`src/rtl/election_phase_arbiter.sv`:
```
// Four-kiosk round-robin arbiter for the election datapath. A saturating cycle
// counter sets the phase (REG, VOTE, TALLY). The phase decides which granted operations may issue.
module election_phase_arbiter (
   input  logic        CLK,
   input  logic        RST_N,
   input  logic [3:0]  req,
   input  logic [3:0]  req_op,
   input  logic [23:0] req_uid,
   input  logic [7:0]  req_cand,
   output logic [3:0]  grant,
   output logic [3:0]  reject,
   output logic        issue_valid,
   output logic        issue_mode,
   output logic [5:0]  issue_uid,
   output logic [1:0]  issue_cand,
   output logic [1:0]  phase,
   output logic        tally_start,
   output logic [7:0]  issued_count
);

   typedef enum logic [1:0] {
      PH_REG   = 2'b00,
      PH_VOTE  = 2'b01,
      PH_TALLY = 2'b10
   } phase_t;

   logic [7:0] cnt_reg, cnt_next;
   phase_t     phase_reg, phase_next;
   logic [1:0] ptr_reg, ptr_next;
   logic [3:0] grant_reg, grant_next;
   logic [3:0] reject_reg, reject_next;
   logic       issue_valid_reg, issue_valid_next;
   logic       issue_mode_reg, issue_mode_next;
   logic [5:0] issue_uid_reg, issue_uid_next;
   logic [1:0] issue_cand_reg, issue_cand_next;
   logic       tally_start_reg, tally_start_next;
   logic [7:0] issued_count_reg, issued_count_next;

   logic [5:0] kiosk_uid [4];
   logic [1:0] kiosk_cand [4];
   logic [3:0] eligible;
   logic [1:0] win_idx, scan_idx;
   logic       win_valid, legal;

   genvar gi;
   generate
      for (gi = 0; gi < 4; gi++) begin : g_kiosk
         assign kiosk_uid[gi]  = req_uid[6*gi +: 6];
         assign kiosk_cand[gi] = req_cand[2*gi +: 2];
      end
   endgenerate

   always_comb begin
      cnt_next          = (cnt_reg == 8'd200) ? cnt_reg : cnt_reg + 8'd1;
      phase_next        = PH_TALLY;
      win_valid         = 1'b0;
      win_idx           = ptr_reg;
      scan_idx          = ptr_reg;
      legal             = 1'b0;
      grant_next        = 4'b0000;
      reject_next       = 4'b0000;
      issue_valid_next  = 1'b0;
      issue_mode_next   = issue_mode_reg;
      issue_uid_next    = issue_uid_reg;
      issue_cand_next   = issue_cand_reg;
      ptr_next          = ptr_reg;
      issued_count_next = issued_count_reg;
      tally_start_next  = 1'b0;

      if (cnt_next < 8'd100) begin
         phase_next = PH_REG;
      end else if (cnt_next < 8'd200) begin
         phase_next = PH_VOTE;
      end

      // A kiosk whose grant is showing this cycle is about to drop req; skip it.
      eligible = req & ~grant_reg;
      for (int i = 0; i < 4; i++) begin
         scan_idx = ptr_reg + 2'(i);
         if (!win_valid && eligible[scan_idx]) begin
            win_valid = 1'b1;
            win_idx   = scan_idx;
         end
      end

      legal = ((phase_reg == PH_REG)  && !req_op[win_idx]) ||
              ((phase_reg == PH_VOTE) &&  req_op[win_idx]);

      if (win_valid) begin
         grant_next = 4'b0001 << win_idx;
         ptr_next   = win_idx + 2'd1;
         if (legal) begin
            issue_valid_next = 1'b1;
            issue_mode_next  = req_op[win_idx];
            issue_uid_next   = kiosk_uid[win_idx];
            issue_cand_next  = kiosk_cand[win_idx];
         end else begin
            reject_next = 4'b0001 << win_idx;
         end
      end

      if (phase_next != phase_reg) begin
         issued_count_next = 8'd0;
      end else if (issue_valid_next && (issued_count_reg != 8'd255)) begin
         issued_count_next = issued_count_reg + 8'd1;
      end

      // Counter saturates at 200, so this entry condition can only occur once per reset.
      tally_start_next = (phase_next == PH_TALLY) && (phase_reg != PH_TALLY);
   end

   always_ff @(posedge CLK or negedge RST_N) begin
      if (!RST_N) begin
         cnt_reg          <= 8'd0;
         phase_reg        <= PH_REG;
         ptr_reg          <= 2'd0;
         grant_reg        <= 4'b0000;
         reject_reg       <= 4'b0000;
         issue_valid_reg  <= 1'b0;
         issue_mode_reg   <= 1'b0;
         issue_uid_reg    <= 6'd0;
         issue_cand_reg   <= 2'd0;
         tally_start_reg  <= 1'b0;
         issued_count_reg <= 8'd0;
      end else begin
         cnt_reg          <= cnt_next;
         phase_reg        <= phase_next;
         ptr_reg          <= ptr_next;
         grant_reg        <= grant_next;
         reject_reg       <= reject_next;
         issue_valid_reg  <= issue_valid_next;
         issue_mode_reg   <= issue_mode_next;
         issue_uid_reg    <= issue_uid_next;
         issue_cand_reg   <= issue_cand_next;
         tally_start_reg  <= tally_start_next;
         issued_count_reg <= issued_count_next;
      end
   end

   assign grant        = grant_reg;
   assign reject       = reject_reg;
   assign issue_valid  = issue_valid_reg;
   assign issue_mode   = issue_mode_reg;
   assign issue_uid    = issue_uid_reg;
   assign issue_cand   = issue_cand_reg;
   assign phase        = phase_reg;
   assign tally_start  = tally_start_reg;
   assign issued_count = issued_count_reg;

endmodule

```
`config.mk`:
```
export PLATFORM = sky130hd
export DESIGN_NAME = election_phase_arbiter
export DESIGN_NICKNAME = d
export VERILOG_FILES = /design/src/rtl/election_phase_arbiter.sv
export SDC_FILE = /design/constraint.sdc
export NUM_CORES = 1
export LEC_CHECK = 0
export CAP_MARGIN = 20
export CORE_ASPECT_RATIO = 0.5
export CORE_UTILIZATION = 42
export CTS_CLUSTER_SIZE = 28
export DETAILED_ROUTE_END_ITERATION = 10
export PLACE_DENSITY = 0.76
export SLEW_MARGIN = 10
export SYNTH_ARGS = -nofsm -noshare
export SYNTH_HDL_FRONTEND = slang
export SYNTH_SLANG_ARGS = --single-unit
```
`constraint.sdc`:
```
create_clock -name CLK -period 2.4 [get_ports CLK]
set_input_delay 0.48 -clock CLK [delete_from_list [all_inputs] [get_ports CLK]]
set_output_delay 0.48 -clock CLK [all_outputs]
set_load 0.05 [all_outputs]
```
==> results.toml <==
[routing]
first_pass_iters = 4
wl_um = 6150
vias = 2172
vias_per_cell = 5.18
route.detailed.drc = 0
avgRoutedWirePerCell_um = 14.7
ant_nets = 0
drt_first_iter_violations = 75

[synth]
synth_xor_xnor_area_share = 0.0378
yosysWarnings = 0
synthSimpleGateAreaFrac = 0.200
synth_top_area_frac = 0.421
syn_area_mm2 = 0.00232
synth_edf_count = 0
ys_ff_latch = 39
syn_nets = 291
synth_compound_area_frac = 0.175
synth_top_family_by_area = "simple AND/OR/NAND/NOR gates"
synthFlopType = "dfrtp_1"
seq_area_frac_synth = 0.421
synthAdderAreaFrac = 0.0378
synth_cells = 242
synthArstFlopShare = 1.00
avgSynthCellArea_um2 = 9.57
muxShareOfSynthArea = 0.0875
synthTopCellsByArea = "dfrtp_1 42%, mux2_2 4.9%, nand2_1 4.1%"
synth.largest_area_cell = "dfrtp_1"
ys_types = 46

[floorplanning]
die_y_um = 54.5
die_w_um = 107
initial_utilization = 0.453
rows = 18
pin_count = 71
dieArea_mm2 = 0.00583
core_mm2 = 0.00511

[timing]
hold_viol = 0
setup_viol = 0
slew_violations = 0
skew_ps = 4.73
grt_setup_unrepaired = "true"
max_freq_mhz = 421
worst_slack_ps = 21.9
min_period_ps = 2380
min_period_over_period = 0.991
max_slew_margin = 0.424
tightest_slew_ps = 864

[clock_network]
cts_buffers = 5
cts_max_level = 2
clkTransAtPathRegs_ps = 80
clock_path_buffers = 2
cts_root_buf = "clkbuf_8"
cts_tree = "yes"
clkLatencyLatePin_ps = 290
cts.sinks = 39
holdBufCountCts = 0

[worst_setup_path]
start_kind = "flip-flop"
crit_type = "reg2reg"
critPathRequiredTime_ps = 2610
arrival_ps = 2590
rr_worst_depth = 10
cpMaxStageDelayCell = "dfrtp_2"
slowest_delay_ps = 400
crit_top_cell = "a2bb2oi_2"
path_cells = "nand2b_4 -> buf_4 -> a2bb2oi_2 -> a2bb2oi_2 -> a221oi_4 -> buf_12 -> o21ai_4 -> nand3_4 -> or3_4 -> a21oi_2"
cp-end-kind = "flip-flop"
crit_fanout = 8

[place]
gp_congestion = 0.854
hpwl_um = 4310
dpl-instance-area_mm2 = 0.00331
dp.cells = 402
post-place-ws_ps = -615
port_buffers = 70

[global_route]
grt_pass1_wl_um = 9590
grt_use_total = 0.215
grt_max_degree = 40
grt_overflow = 0
antenna_found_initial = 0
grt_pass1_vias = 2080

[cells_and_area]
final_area_mm2 = 0.00358
drive_above_1_share = 0.252
area_growth_pct = 54.6
final_common_cell = "clkdlybuf4s50_1"
layout.core_utilization = 0.700
mostFrequentLayoutCells = "65 x clkdlybuf4s50_1, 35 x dfrtp_1, 32 x buf_4"
multi_input_area_mm2 = 0.00138
fillerInstances = 386
stdcell_count = 419
nets = 397
diodes = 0
regArea_um2 = 981

[min_path]
hold_path.class = "in2async"

[power_and_ir_drop]
leakagePower_uw = 0.00153
vdd_ir_drop_max_uv = 703
power.total_uw = 4460
power_per_cell_area_mw_per_mm2 = 1240

[outcome]
outcome = "finished clean"

[run]
max-cap-violations = 0
==> per-layer routing <==
metal | track usage | share of wire | vias to the layer above
li1 | - | - | 1063
met1 | 0.268 | 0.44 | 1052
met2 | 0.399 | 0.51 | 55
met3 | 0.0464 | 0.046 | 2
met4 | 0.0388 | 0.0020 | 0
met5 | 0 | 0 | -
==> per-stage QoR <==
step                      setup TNS, ps  hold slack, ps
final                                 0             302
after CTS                             0             328
after global placement            -9390             462
after floorplan                    -411             184
after global routing               -247             384
after detailed placement         -11100             476
==> layout make-up <==
type,count,area share
clock inverters,3,0.00419
flip-flops and latches,39,0.274
multi-input cells,180,0.385
well taps,70,0.0245
inverters,16,0.0175
repair buffers,106,0.275
clock buffers,5,0.0192
==> Yosys cell counts, drive strengths merged (4+ instances only) <==
master	instances
dfrtp	39
o21ai	27
nand2	25
inv	16
a21oi	11
mux2	10
nor2	10
mux2i	9
xnor2	9
nand3	8
nor2b	8
and2	7
ha	7
or3	6
nand2b	5
nor3	5
a211oi	4
a311oi	4
buf	4
==> cell families (layout without fill, tap and decap cells) <==
kind of cell | count (synthesis) | count (layout)
XOR/XNOR | 10 | 10
multiplexers | 19 | 19
adder cells (fa/ha/maj) | 7 | 7
buffers and inverters | 23 | 130
AND/OR/NAND/NOR | 86 | 86
flip-flops | 39 | 39
AO/OA/AOI/OAI | 58 | 58
==> worst paths after layout <==
path                                    start                           to  slack, ps
max in group asynchronous               RST_N           grant[3]$_DFF_PN0_       1500
min                                     RST_N       cnt_reg[1]$_DFFE_PN0N_        300
min reg2reg                phase[1]$_DFF_PN0_        tally_start$_DFF_PN0_        490
max                        grant[1]$_DFF_PN0_  issued_count[4]$_DFFE_PN0P_         20
max reg2reg                grant[1]$_DFF_PN0_  issued_count[4]$_DFFE_PN0P_         20
min in group CLK           phase[1]$_DFF_PN0_        tally_start$_DFF_PN0_        490
==> critical path, delay by kind of cell (launching register included) <==
family                 cells  cell delay (ps)
buffers and inverters      2              280
AOI/OAI and AO/OA          5              900
DFF                        1              400
and+or+nand+nor            3              730
==> what timing repair did <==
item | CTS | global route
setup endpoints to repair | 21 | 16
gates resized for setup | 16 | 10
hold endpoints to repair | 0 | 0
setup buffers | 5 | 4
pin swaps | 6 | 5
==> power by group <==
part	internal [uW]	total, uW	switching [uW]
combinational	1320	3010	1690
sequential	874	1020	144
clock	199	428	229
No activity file was read; power rests on OpenSTA's default activity.
